[src/rtl/icache_stream_prefetch.sv]
// icache_stream_prefetch
//
// Next-line instruction prefetcher that sits beside the icache in the IF
// stage. A trigger from IF starts a stream of DEPTH single-line AXI INCR
// bursts covering the lines that follow the triggering line. Each returned
// line lands in its own buffer entry. The icache refill path looks up the
// buffer on a miss and can consume a hitting line instead of going to
// memory. Only the AR and R channels are used; the parent ties off AW/W/B.
//
// Ports:
//   clk, resetn            clock, synchronous active-low reset
//   trig_valid/addr/ready  prefetch request from IF (ready only when idle)
//   flush                  invalidate every entry and abort the stream
//   busy                   a stream or a drain is in progress
//   lk_addr/hit/data       combinational lookup of the line buffer
//   lk_consume             icache took the hitting line; the entry is freed
//   ar*, r*                read-only AXI master (rid is ignored)
module icache_stream_prefetch #(
   parameter int LINE_WORDS = 8,
   parameter int DEPTH      = 2,
   parameter int AXI_ID     = 1
) (
   input  logic                      clk,
   input  logic                      resetn,
   input  logic                      trig_valid,
   input  logic [31:0]               trig_addr,
   output logic                      trig_ready,
   input  logic                      flush,
   output logic                      busy,
   input  logic [31:0]               lk_addr,
   output logic                      lk_hit,
   output logic [32*LINE_WORDS-1:0]  lk_data,
   input  logic                      lk_consume,
   output logic [3:0]                arid,
   output logic [31:0]               araddr,
   output logic [7:0]                arlen,
   output logic [2:0]                arsize,
   output logic [1:0]                arburst,
   output logic                      arvalid,
   input  logic                      arready,
   input  logic [3:0]                rid,
   input  logic [31:0]               rdata,
   input  logic [1:0]                rresp,
   input  logic                      rlast,
   input  logic                      rvalid,
   output logic                      rready
);

   localparam int OFF = $clog2(LINE_WORDS * 4);
   localparam int LAW = 32 - OFF;
   localparam int CW  = $clog2(LINE_WORDS);
   localparam int IW  = (DEPTH > 1) ? $clog2(DEPTH) : 1;

   typedef enum logic [1:0] {IDLE, AR, RD, DRAIN} state_t;

   state_t           state, state_n;
   logic [DEPTH-1:0] valid_q, valid_c, valid_n, hit_sel;
   logic [LAW-1:0]   line_q [DEPTH];
   logic [31:0]      data_q [DEPTH][LINE_WORDS];
   logic [LAW-1:0]   base_q, base_n, cur_line;
   logic [IW-1:0]    idx_q;
   logic [CW-1:0]    cnt_q;
   logic             err_q, err_now, last_idx, trig_match;
   logic             unused_inputs;

   assign unused_inputs = ^{rid, trig_addr[OFF-1:0], lk_addr[OFF-1:0]};

   assign arid     = 4'(AXI_ID);
   assign arlen    = 8'(LINE_WORDS - 1);
   assign arsize   = 3'd2;
   assign arburst  = 2'b01;

   assign base_n   = trig_addr[31:OFF] + LAW'(1);
   assign cur_line = base_q + LAW'(idx_q);
   assign last_idx = (idx_q == IW'(DEPTH - 1));
   assign err_now  = err_q | (rresp != 2'b00);

   // Buffer lookup. Entries only become valid once their whole burst has
   // arrived, so a line that is still filling can never hit. If two entries
   // ever held the same line, the lowest index wins.
   always_comb begin
      lk_hit  = 1'b0;
      hit_sel = '0;
      lk_data = '0;
      for (int i = DEPTH - 1; i >= 0; i--) begin
         if (valid_q[i] && (line_q[i] == lk_addr[31:OFF])) begin
            lk_hit     = 1'b1;
            hit_sel    = '0;
            hit_sel[i] = 1'b1;
            for (int w = 0; w < LINE_WORDS; w++) begin
               lk_data[w*32 +: 32] = data_q[i][w];
            end
         end
      end
   end

   // A consume in the same cycle as a trigger is applied first, so the
   // duplicate-stream check sees the valid bits with the consumed entry gone.
   always_comb begin
      valid_c    = valid_q & ~(hit_sel & {DEPTH{lk_consume}});
      trig_match = 1'b0;
      for (int i = 0; i < DEPTH; i++) begin
         if (valid_c[i] && (line_q[i] == base_n)) begin
            trig_match = 1'b1;
         end
      end
   end

   // Stream FSM: next state, AXI handshake outputs and the next valid bits.
   // Flush clears the valid bits from any state. Once an AR has been accepted
   // the burst must still be drained, so a flush from then on goes through
   // DRAIN unless it coincides with the final beat.
   always_comb begin
      state_n    = state;
      valid_n    = valid_c;
      trig_ready = 1'b0;
      busy       = 1'b1;
      arvalid    = 1'b0;
      rready     = 1'b0;
      araddr     = '0;
      case (state)
         IDLE: begin
            trig_ready = 1'b1;
            busy       = 1'b0;
            if (trig_valid && !flush && !trig_match) begin
               state_n = AR;
               valid_n = '0;
            end
         end
         AR: begin
            arvalid = 1'b1;
            araddr  = {cur_line, {OFF{1'b0}}};
            if (arready) begin
               state_n = flush ? DRAIN : RD;
            end else if (flush) begin
               state_n = IDLE;
            end
         end
         RD: begin
            rready = 1'b1;
            if (rvalid && rlast) begin
               if (!err_now && !flush) begin
                  valid_n[idx_q] = 1'b1;
               end
               if (flush || err_now || last_idx) begin
                  state_n = IDLE;
               end else begin
                  state_n = AR;
               end
            end else if (flush) begin
               state_n = DRAIN;
            end
         end
         DRAIN: begin
            rready = 1'b1;
            if (rvalid && rlast) begin
               state_n = IDLE;
            end
         end
         default: state_n = IDLE;
      endcase
      if (flush) begin
         valid_n = '0;
      end
   end

   // Control registers: state, valid bits, stream base, line index, beat
   // count and the sticky per-burst error flag. The beat count saturates so
   // that an overlong burst keeps rewriting the last word of the line.
   always_ff @(posedge clk) begin
      if (!resetn) begin
         state   <= IDLE;
         valid_q <= '0;
         base_q  <= '0;
         idx_q   <= '0;
         cnt_q   <= '0;
         err_q   <= 1'b0;
      end else begin
         state   <= state_n;
         valid_q <= valid_n;
         if (state == IDLE && state_n == AR) begin
            base_q <= base_n;
            idx_q  <= '0;
         end
         if (state == AR && arready) begin
            cnt_q <= '0;
            err_q <= 1'b0;
         end
         if (state == RD && rvalid) begin
            err_q <= err_now;
            if (cnt_q != CW'(LINE_WORDS - 1)) begin
               cnt_q <= cnt_q + 1'b1;
            end
         end
         if (state == RD && state_n == AR) begin
            idx_q <= idx_q + 1'b1;
         end
      end
   end

   // Line address and data storage. These carry no reset because an entry
   // is only ever read while its valid bit is set, and that bit is reset.
   // The line address is recorded while the entry's AR is outstanding.
   always_ff @(posedge clk) begin
      if (state == AR) begin
         line_q[idx_q] <= cur_line;
      end
      if (state == RD && rvalid) begin
         data_q[idx_q][cnt_q] <= rdata;
      end
   end

endmodule

[config.mk]
export PLATFORM = sky130hd
export DESIGN_NAME = icache_stream_prefetch
export DESIGN_NICKNAME = d
export VERILOG_FILES = /design/src/rtl/icache_stream_prefetch.sv
export SDC_FILE = /design/constraint.sdc
export NUM_CORES = 1
export LEC_CHECK = 0
export BUFFER_PORTS_ARGS = -buffer_cell sky130_fd_sc_hd__buf_4
export CORE_MARGIN = 2
export CORE_UTILIZATION = 61
export DETAILED_ROUTE_END_ITERATION = 12
export HOLD_SLACK_MARGIN = 0.02
export PLACE_DENSITY = 0.88
export SYNTH_ARGS = -nofsm -noshare
export SYNTH_HDL_FRONTEND = slang
export SYNTH_SLANG_ARGS = --single-unit
[constraint.sdc]
create_clock -name clk -period 6.4 [get_ports clk]
set_input_delay 0.32 -clock clk [delete_from_list [all_inputs] [get_ports clk]]
set_output_delay 0.32 -clock clk [all_outputs]
set_load 0.01 [all_outputs]
Word-level counts from Yosys, hierarchy flattened

Memories as Yosys holds them, arrays and structs flattened.
Index checks and enable logic that the tools add are counted.

Flip-flop bits (word level): 36
RAM bits: 566
Input port bits: 110
Output and inout port bits: 310
Word-level logic and storage cells: 97
Memories: 2

Memory list:

| memory | depth | width | read ports | clocked after Yosys merged registers in | write ports | RTL line | RTL |
|---|---|---|---|---|---|---|---|
| data_q | 2     | 256   | 2          | 0                                       | 1           | 59       | `logic [31:0] data_q [DEPTH][LINE_WORDS];` |
| line_q | 2     | 27    | 2          | 0                                       | 1           | 58       | `logic [LAW-1:0] line_q [DEPTH];` |

Add/subtract/negate cells: 4
$lt $le $gt $ge: 4
Equal/unequal tests: 9
Muxes and demuxes: 40
Bitwise logic cells: 7
Reductions and logical operators: 25

Operators by type and width:

| operator              | count |
|---|---|
| $mux 256              | 3 |
| $eq 27x27->1          | 4 |
| $demux 32 s3          | 1 |
| $mux 32               | 2 |
| $add 27x1->27         | 1 |
| $add 27x1->27 const B | 1 |
| $mux 2                | 11 |
| $mux 1                | 17 |
| $logic_and 1x1->1     | 14 |
| $mux 3                | 3 |
| $pmux 2 s4            | 1 |
| $reduce_bool 2->1     | 3 |
| $and 2x2->2           | 2 |
| $eq 2x1->1 const B    | 2 |
| $eq 2x2->1 const B    | 2 |
| $ge 4x4->1 const B    | 1 |
| $lt 4x1->1 const B    | 1 |
| $not 3->4             | 1 |
| $pmux 2 s2            | 1 |
| $reduce_or 2->1       | 2 |
| $add 3x1->3 const B   | 1 |
| $logic_not 1->1       | 3 |
| $ne 3x3->1 const B    | 1 |
| $logic_not 2->1       | 1 |
| other kinds (9)       | 10 |

Depth between registers and ports, before layout

Gate-level depths: netlist (run 1).
An unclocked memory read counts as a cell.

Depth in word-level cells: 19
Mapped depth: 13
Mapped depth without buffers: 10

Worst setup path after synthesis (run 1)

No wires, ideal clock.

Path kind: flip-flop to flip-flop
From: register state[1]
To: memory data_q[0][224] in the netlist's numbering (enable)
Library setup time: 0.461 ns
Arrival time: 3.291 ns
Required time: 5.939 ns
Slack: 2.648 ns
Cell stages (with the launch flop): 5
Buffers on the path: 1
Clock period less this slack: 3.752 ns
Cells stage by stage: dfxtp_1 clkbuf_1 nand3_1 or3_1 nor3_1

Word-level cells in the longest chain between the ends: 4

RTL lines:

| item                           | RTL line | RTL |
|---|---|---|
| start, declared                | 56       | `state_t state, state_n;` |
| start signal, assigned         | 179      | `state <= state_n;` |
| $eq 2x2->1                     | 208      | `if (state == RD && rvalid) begin` |
| $logic_and 1x1->1              | 208      |  |
| $mux 1                         | 208      |  |
| $mux 256 (implied by the code) | 209      | `data_q[idx_q][cnt_q] <= rdata;` |
| end, declared                  | 59       |  |

Every way passes these cells.

==> results.py, run 1 <==
metrics = {
    "logic_synthesis": {
        "synthCells": 2043,
        "yosysTopAreaCell": "edfxtp_1",
        "synthTopCellsByArea": "edfxtp_1 (67%), nand2_1 (8.1%), o21ai_0 (5.3%), xnor2_1 (3.5%), dfxtp_1 (2.9%)",
        "synth_most_common_cell": "edfxtp_1",
        "avgSynthCellArea_sq_um": 12.4,
        "yosys_warnings": 0,
        "synth-seq-cells": 602,
        "synth_ff_type": "edfxtp_1",
        "ys_top_cells_by_count": "edfxtp_1 (566), nand2_1 (548), o21ai_0 (269)",
        "ys_seq_area_frac": 0.702,
        "synth_top_area_frac": 0.673,
        "ys_types": 64,
        "syn_area_sq_um": 25300,
        "async_flop_share": 0,
        "synth_edf_count": 566,
    },
    "timing": {
        "worst_slew_margin_rel": 0.100,
        "setup_viol": 0,
        "fmax_mhz": 212,
        "fin_setup_tns_ps": 0,
        "fin_crit_sh": 0.737,
        "fin_hold_ws_ps": 38.6,
        "tightest_slew_ps": 1350,
        "final.setup_skew_ps": 27.4,
        "hold_violations": 0,
        "rsz0062_at_grt": "false",
        "finalCriticalPeriod_ps": 4710,
        "slew_viol_final": 0,
    },
    "clock_network": {
        "cts_sinks": 602,
        "cts.path.max_buffers": 3,
        "insertion_delay_ps": 630,
        "cts_inserted_buffers": 57,
        "cts_resized": 0,
        "htreeDepth": 2,
        "cts_tree": "yes",
        "cts_setup_buffers": 0,
        "holdBufCountCts": 26,
        "clkSlewWorstSetupHoldPaths_ps": 60,
        "cts_root_buf": "clkbuf_16",
    },
    "grt": {
        "grt_pass1_wl_microns": 112000,
        "grt_pass1_vias": 17800,
        "grt_usage": 0.351,
        "grt.overflow.total": 0,
        "grt_max_degree": 321,
        "antenna_found_initial": 0,
    },
    "critical_path": {
        "r2r_setup_slack_ps": 2530,
        "crit_type": "flop to output pin",
        "r2r_start": "line_q[0][6]",
        "cp-startpoint": "line_q[0][6]",
        "cp_top_family": "simple AND/OR/NAND/NOR gates",
        "required_ps": 6080,
        "end_kind": "output pin",
        "worstPathArrival_ps": 4390,
        "worst-path-max-fanout": 320,
        "worst_r2r_endpoint": "base_q[16]",
        "slowest_stage": "nor4_2",
        "worst-path-stages": 7,
        "cpPeakStageDelay_ps": 710,
        "startpoint_type": "flop",
        "worstPathCellList": "xor2_1, nor4_1, nand4_1, nor4_2, buf_12, o21ai_0, buf_4",
        "critPathBufInv": 2,
        "critPathCapture": "lk_data[156]",
        "r2r_cells": 10,
    },
    "worst_hold_path": {
        "worstHoldPathType": "input pin to flop",
    },
    "placement": {
        "place_congestion": 0.994,
        "io_buffers": 383,
        "dp.cells": 2868,
        "dp_hpwl_microns": 49200,
    },
    "final_layout": {
        "num-fill-cells": 2439,
        "drive_above_1_share": 0.214,
        "final_nets": 2536,
        "area_growth_syn_to_layout_pct": 22.0,
        "fin_cells": 3002,
        "postLayoutCoreUtil": 0.755,
        "diodes": 0,
    },
    "floorplan": {
        "dieArea_sq_um": 43000,
        "core_area_sq_um": 40800,
        "fp.dieH_microns": 207,
        "rows": 74,
        "initial_core_util": 0.618,
        "floorplan.io_pins": 420,
        "die_w_microns": 207,
    },
    "power_and_ir_drop": {
        "vdd_drop_max_uv": 262,
        "power_density_nw_per_um2": 268,
        "power_leakage_nw": 10.6,
    },
    "job": {
        "maxCapViolCount": 0,
    },
    "status": {
        "status": "finished clean",
    },
    "routing": {
        "drt_first_pass_iters": 8,
        "vias_per_cell": 6.08,
        "antenna_left": 0,
        "drc": 0,
        "vias": 18300,
        "wl_per_cell_microns": 25.4,
        "dr.first_iter.drc_count": 2301,
        "wl_microns": 76300,
    },
}
[flip-flops by register name, summed over array words and instances, names as in the netlist]
register,cells
data_q,512
line_q,54
base_q,27
cnt_q,3
state,2
valid_q,2
err_q,1
idx_q,1
[worst reg2reg max path, stage by stage, from the launching register on]
cell and delay (ps):
edfxtp_1 480, xor2_1 180, nor4_1 450, nand4_1 170, nor4_2 710, a2111o_1 310
nor4_4 60, a31oi_4 310, buf_4 360, and2_4 500, a211oi_1 180
[cells by family (layout without fill, tap and decap cells)]
family	Yosys count	after routing	synth area share
simple gates	761	761	0.131
other cells	2	22	0.000297
compound gates	364	364	0.0803
mux	2	2	0.000842
xor+xnor	151	151	0.0556
flops	602	602	0.702
buf+inv	156	563	0.0275
fa+ha+maj	5	5	0.00248
[per-stage QoR]
step,setup WS (ps),power (mW),cell area [sq um]
after global placement,2150,4.76,28600
after CTS,1780,8.26,30800
after global routing,1490,8.42,30800
after floorplan,2650,4.59,25300
final,1690,8.25,30800
after detailed placement,2130,4.77,28600
[where the power goes]
part	leakage, nW	total (mW)	internal (mW)	switching, mW
combinational	4.21	0.351	0.128	0.223
sequential	5.41	4.36	4.33	0.0264
clock	0.951	3.55	2.05	1.49
[cell type report]
cell class | instances | area, sq um | area share
Inverter | 20 | 75.1 | 0.00244
Sequential cell | 602 | 17700 | 0.575
Timing Repair Buffer | 435 | 3340 | 0.109
Clock inverter | 38 | 455 | 0.0148
Multi-Input combinational cell | 1305 | 7040 | 0.228
Clock buffer | 70 | 1520 | 0.0492
Tap cell | 532 | 666 | 0.0216
[metal layers]
layer,global-route usage,wire length (microns)
met5,0,0
met4,0.145,3320
met3,0.0732,7650
met2,0.577,37100
met1,0.461,28200
[cell usage in the layout, fill, tap and decap left out, drive strengths merged, types with 26 or more instances in the layout]
master,Yosys,routed
a211oi,27,27
a21oi,37,37
and2,30,30
buf,33,409
clkbuf,103,70
dfxtp,36,36
dlygate4sd3,0,26
edfxtp,566,566
nand2,548,548
nand3,28,28
nor2,43,43
nor4,29,29
o21ai,269,269
xnor2,100,100
xor2,45,45
[how the worst min path moves through the flow]
stage	from	endpoint	slack, ps	cells past startpoint
floorplan	flush	valid_q[1]	400	1
global placement	base_q[1]	base_q[1]	470	2
detailed placement	base_q[1]	base_q[1]	480	2
CTS	rresp[0]	err_q	20	5
global route	rdata[1]	data_q[1][129]	50	1
finish	rresp[0]	err_q	40	5
No activity file was read; power rests on OpenSTA's default activity.
==> run 2: changes to the inputs <==
--- a/config.mk
+++ b/config.mk
@@ -7,10 +7,10 @@
 export LEC_CHECK = 0
 export BUFFER_PORTS_ARGS = -buffer_cell sky130_fd_sc_hd__buf_4
 export CORE_MARGIN = 2
-export CORE_UTILIZATION = 61
+export CORE_UTILIZATION = 51
 export DETAILED_ROUTE_END_ITERATION = 12
 export HOLD_SLACK_MARGIN = 0.02
-export PLACE_DENSITY = 0.88
+export PLACE_DENSITY = 0.79
 export SYNTH_ARGS = -nofsm -noshare
 export SYNTH_HDL_FRONTEND = slang
 export SYNTH_SLANG_ARGS = --single-unit
==> constraint.sdc (replaced) <==
create_clock -name clk -period 3.85 [get_ports clk]
set_input_delay 0.1925 -clock clk [delete_from_list [all_inputs] [get_ports clk]]
set_output_delay 0.1925 -clock clk [all_outputs]
set_load 0.01 [all_outputs]
==> results.py, run 2 (same netlist as run 1, synthesis figures left out) <==
metrics = {
    "grt": {
        "grt_pass1_wl_microns": 107000,
        "use_met3": 0.0632,
        "grt_use_met2": 0.465,
        "grt.overflow.total": 0,
        "grt_usage": 0.285,
        "grt_util_met1": 0.378,
        "grt-busiest-layer": "met2",
        "antenna_found_initial": 2,
        "grt_max_degree": 146,
        "grt_pass1_vias": 17100,
    },
    "timing": {
        "slew_viol_final": 0,
        "setup_viol": 0,
        "worst_slew_margin_rel": 0.202,
        "fmax_mhz": 269,
        "fin_crit_sh": 0.964,
        "hold_violations": 0,
        "fin_setup_tns_ps": 0,
        "fin_hold_ws_ps": 75.7,
        "finalCriticalPeriod_ps": 3710,
        "rsz0062_at_grt": "false",
        "tightest_slew_ps": 1190,
        "final.setup_skew_ps": 31.1,
    },
    "final_layout": {
        "final_area_sq_um": 31700,
        "layout_common_cells": "edfxtp_1 (566), nand2_1 (548), buf_4 (427)",
        "top_regs": "data_q (512), line_q (54), base_q (27)",
        "drive_above_1_share": 0.222,
        "layout_commonest_cell": "edfxtp_1",
        "top_register": "data_q",
        "largest_reg_flops": 512,
        "area_growth_syn_to_layout_pct": 25.5,
        "final_nets": 2596,
    },
    "power_and_ir_drop": {
        "power_density_nw_per_um2": 435,
        "vdd_drop_max_uv": 365,
        "power_leakage_nw": 10.9,
        "report.power.total_mw": 13.8,
    },
    "clock_network": {
        "insertion_delay_ps": 640,
        "cts.path.max_buffers": 3,
        "htreeDepth": 2,
        "cts_sinks": 602,
        "cts_root_buf": "clkbuf_16",
        "clkSlewWorstSetupHoldPaths_ps": 60,
        "cts_inserted_buffers": 58,
        "cts_tree": "yes",
    },
    "critical_path": {
        "end_kind": "output pin",
        "crit_path_frequent_cell": "buf_4",
        "worst-path-max-fanout": 52,
        "worstPathArrival_ps": 3520,
        "crit_type": "flop to output pin",
        "worstPathCellList": "xnor2_1, nand4_1, nor3_2, and4_4, buf_4, buf_12, nand2_1, o21ai_0, buf_4",
        "cpPeakStageDelay_ps": 510,
        "slowest_stage": "edfxtp_1",
        "startpoint_type": "flop",
        "required_ps": 3660,
        "r2r_setup_slack_ps": 200,
    },
    "routing": {
        "drt_first_pass_iters": 5,
        "vias": 18000,
        "wl_per_cell_microns": 23.6,
        "wl_microns": 75400,
        "dr.first_iter.drc_count": 2040,
        "vias_per_cell": 5.63,
        "drc": 0,
        "antenna_left": 0,
    },
    "job": {
        "maxCapViolCount": 0,
    },
    "floorplan": {
        "fp.dieH_microns": 227,
        "floorplan.io_pins": 420,
        "die_w_microns": 227,
        "rows": 81,
        "core_area_sq_um": 49000,
        "dieArea_sq_um": 51300,
        "initial_core_util": 0.516,
    },
    "placement": {
        "dp_hpwl_microns": 50700,
        "placed_cell_area_sq_um": 29000,
        "place_congestion": 0.982,
        "io_buffers": 383,
    },
    "status": {
        "status": "finished clean",
    },
    "worst_hold_path": {
        "worstHoldPathType": "input pin to flop",
    },
}
## run 2: cell count changes in the layout (fill, tap and decap cells not counted), moves of 3 or more
cell / change
clkbuf_8: -4
nor3_2: +3
buf_4: +19
nor3_1: -3
nor4_1: -3
clkinvlp_4: -3
clkbuf_16: +3
a2111oi_0: -3
clkinv_2: -3
clkinv_1: +6
dlygate4sd3_1: +32
buf_12: +5
## run 2: final cells by class
| class | count | area [sq um] |
|---|---|---|
| diodes | 2 | 5.00 |
| clock buffers | 66 | 1500 |
| clock inverters | 39 | 474 |
| fillers | 3520 | 17300 |
| inverters | 20 | 75.1 |
| multi-input cells | 1306 | 7130 |
| flip-flops and latches | 602 | 17700 |
| well taps | 664 | 831 |
| repair buffers | 493 | 3960 |
## run 2: through the flow
stage	util	std cells	setup slack, ps
after floorplan	-	2063	97.9
final	0.647	3192	138
after CTS	0.644	3182	3.80
after global placement	0.592	3020	376
after global routing	0.647	3190	6.41
after detailed placement	0.592	3020	297
## run 2: metal layers
layer,share of wire,vias to the layer above
met5,0,-
met4,0.041,0
met3,0.090,155
met2,0.47,933
met1,0.39,8775
li1,-,8112
## run 2: path summary, 6_finish.rpt
kind                            cells past startpoint     startpoint          end
worst min-delay path                                3  trig_addr[15]   base_q[10]
worst max-delay path                                9   line_q[1][2]  lk_data[82]
worst min register to register                      2      base_q[1]    base_q[1]
worst max register to register                     10   line_q[1][2]        idx_q
## run 2: worst max-delay path, delay by kind of cell, from the launching register on
family | cells | cell delay [ps]
flip-flops | 1 | 510
AND/OR/NAND/NOR | 4 | 1190
buffers and inverters | 3 | 600
XOR/XNOR | 1 | 240
AO/OA/AOI/OAI | 1 | 320
## run 2: what timing repair did
action                                 in CTS  in global routing
endpoints found under the hold margin     534                  1
setup endpoints to repair                  50                 84
cloned                                      0                  2
setup buffers                               0                  5
hold buffers                               57                  1
pin swaps                                   0                  3
resized for setup                           1                 17
## run 2: where the power goes
| group | total (mW) | switching, mW | internal, mW | leakage (nW) |
|---|---|---|---|---|
| Clock | 5.92 | 2.45 | 3.47 | 0.959 |
| Combinational | 0.636 | 0.397 | 0.239 | 4.53 |
| Sequential | 7.25 | 0.0462 | 7.20 | 5.41 |
| Total | 13.8 | 2.89 | 10.9 | 10.9 |
==> run 3: changes to the inputs <==
--- a/config.mk
+++ b/config.mk
@@ -10,7 +10,8 @@
 export CORE_UTILIZATION = 51
 export DETAILED_ROUTE_END_ITERATION = 12
 export HOLD_SLACK_MARGIN = 0.02
-export PLACE_DENSITY = 0.79
+export PLACE_DENSITY = 0.84
+export SETUP_SLACK_MARGIN = 0.15
 export SYNTH_ARGS = -nofsm -noshare
 export SYNTH_HDL_FRONTEND = slang
 export SYNTH_SLANG_ARGS = --single-unit
==> results.py, run 3 (same netlist as run 1, synthesis figures left out) <==
metrics = {
    "final_layout": {
        "diodes": 0,
        "top_register": "data_q",
        "area_growth_syn_to_layout_pct": 25.3,
        "top_regs": "data_q (512), line_q (54), base_q (27)",
        "num-fill-cells": 3451,
        "layout_common_cells": "edfxtp_1 (566), nand2_1 (548), buf_4 (431)",
        "drive_above_1_share": 0.223,
        "layout_commonest_cell": "edfxtp_1",
        "final_nets": 2599,
        "largest_reg_flops": 512,
    },
    "critical_path": {
        "startpoint_type": "flop",
        "r2r_start": "line_q[0][12]",
        "worst-path-max-fanout": 44,
        "end_kind": "output pin",
        "r2r_setup_slack_ps": 590,
        "r2r_cells": 9,
        "worst_r2r_endpoint": "valid_q[1]",
        "worstPathArrival_ps": 3450,
        "required_ps": 3660,
        "crit_type": "flop to output pin",
    },
    "power_and_ir_drop": {
        "power_density_nw_per_um2": 429,
        "clockPowerShare": 0.420,
        "swShare": 0.214,
        "power_leakage_nw": 10.9,
        "p_int_mw": 10.7,
        "report.power.total_mw": 13.6,
        "power_frac_comb": 0.046,
        "vdd_drop_max_uv": 380,
        "netSwitchingPower_mw": 2.91,
        "pwr-share-seq": 0.533,
    },
    "routing": {
        "dr.first_iter.drc_count": 1833,
        "vias_per_cell": 5.74,
        "drt_first_pass_iters": 6,
        "vias": 18300,
        "antenna_left": 0,
        "wl_microns": 76800,
        "drc": 0,
        "wl_per_cell_microns": 24.0,
    },
    "floorplan": {
        "initial_core_util": 0.516,
        "core_area_sq_um": 49000,
        "fp.dieH_microns": 227,
        "dieArea_sq_um": 51300,
        "die_w_microns": 227,
        "rows": 81,
        "floorplan.io_pins": 420,
    },
    "timing": {
        "tightest_slew_ps": 1190,
        "fin_setup_tns_ps": 0,
        "finalCriticalPeriod_ps": 3640,
        "slew_viol_final": 0,
        "fin_crit_sh": 0.946,
        "rsz0062_at_grt": "true",
        "final.setup_skew_ps": 30.8,
        "setup_viol": 0,
        "worst_slew_margin_rel": 0.203,
        "fmax_mhz": 274,
        "hold_violations": 0,
    },
    "status": {
        "status": "finished clean",
    },
    "worst_hold_path": {
        "worstHoldPathType": "input pin to flop",
        "hold-path-cell-count": 3,
        "hold_end": "base_q[15]",
        "hold_path_startpoint": "trig_addr[20]",
    },
    "grt": {
        "grt_max_degree": 143,
        "grt_usage": 0.290,
        "grt_pass1_vias": 17600,
        "grt.overflow.total": 0,
        "grt_pass1_wl_microns": 109000,
        "antenna_found_initial": 0,
    },
    "job": {
        "maxCapViolCount": 0,
    },
    "clock_network": {
        "cts_sinks": 602,
        "cts_inserted_buffers": 58,
        "htreeDepth": 2,
        "clkSlewWorstSetupHoldPaths_ps": 60,
        "insertion_delay_ps": 630,
        "cts_tree": "yes",
        "cts_root_buf": "clkbuf_16",
        "cts.path.max_buffers": 3,
    },
    "placement": {
        "io_buffers": 383,
        "dp_hpwl_microns": 51300,
        "place_congestion": 1.01,
    },
}
## run 3: cell count changes in the layout (fill, tap and decap cells not counted), moves of 3 or more
cell           previous run  this run
bufinv_16                10         6
buf_4                   427       431
a2111oi_0                 1         4
clkbuf_1                  7        14
nor3_2                    8         4
clkinv_1                 17        13
dlygate4sd3_1            58        52
## run 3: area by class of cell
type	instances	area [sq um]	area share
Clock inverter	33	359	0.0113
Multi-Input combinational cell	1307	7110	0.225
Sequential cell	602	17700	0.560
Inverter	20	75.1	0.00237
Clock buffer	74	1540	0.0488
Timing Repair Buffer	495	4010	0.127
Tap cell	664	831	0.0263
## run 3: worst max-delay path by stage
stage                        startpoint            end
final                     line_q[1][15]    lk_data[54]
after global routing          base_q[4]     araddr[31]
after CTS                     base_q[4]     araddr[31]
after detailed placement  trig_addr[12]      base_q[6]
after global placement     trig_addr[5]     valid_q[1]
after floorplan                state[1]  data_q[0][64]
## run 3: what timing repair did
| action | 4_1_cts | 5_1_grt |
|---|---|---|
| pin swaps | 0 | 3 |
| endpoints found under the setup margin | 88 | 109 |
| gates cloned | 0 | 3 |
| gates resized for setup | 2 | 10 |
| endpoints found under the hold margin | 529 | 0 |
| hold buffers | 52 | 0 |
| setup buffers | 0 | 4 |
## run 3: metal layers
layer  wire length, microns  track usage  up-vias
met2                  35800        0.460     1020
met4                   3340        0.121        0
met5                      0            0        -
li1                       -            -     8130
met1                  30500        0.396     9018
met3                   7130       0.0557      157
## run 3: through the flow
step                instance area, sq um   util  instances  hold WS [ps]  worst slack, ps
finish                             31600  0.646       3195          51.6              206
global route                       31600  0.646       3195          49.3              102
CTS                                31500  0.644       3188          20.9             95.5
detailed placement                 29100  0.594       3029           441              347
global placement                   29100  0.594       3029           443              414
floorplan                          25300      -       2063           268              259
## run 3: power by group through the flow
stage          sequential (mW)  combinational [mW]  clock [mW]
3_3_place_gp              7.38               0.553           0
6_report                  7.25               0.629        5.71
5_1_grt                   7.25               0.661        6.00
2_1_floorplan             7.37               0.257           0
3_5_place_dp              7.38               0.566           0
4_1_cts                   7.24               0.612        5.76
## run 3: worst max-delay path, stage by stage, from the launching register on
cell	delay, ps
edfxtp_1	440
xnor2_1	300
nand4_1	270
nor3_4	340
and4_4	380
buf_12	270
buf_4	280
nand2_1	90
o21ai_0	260
buf_4	180
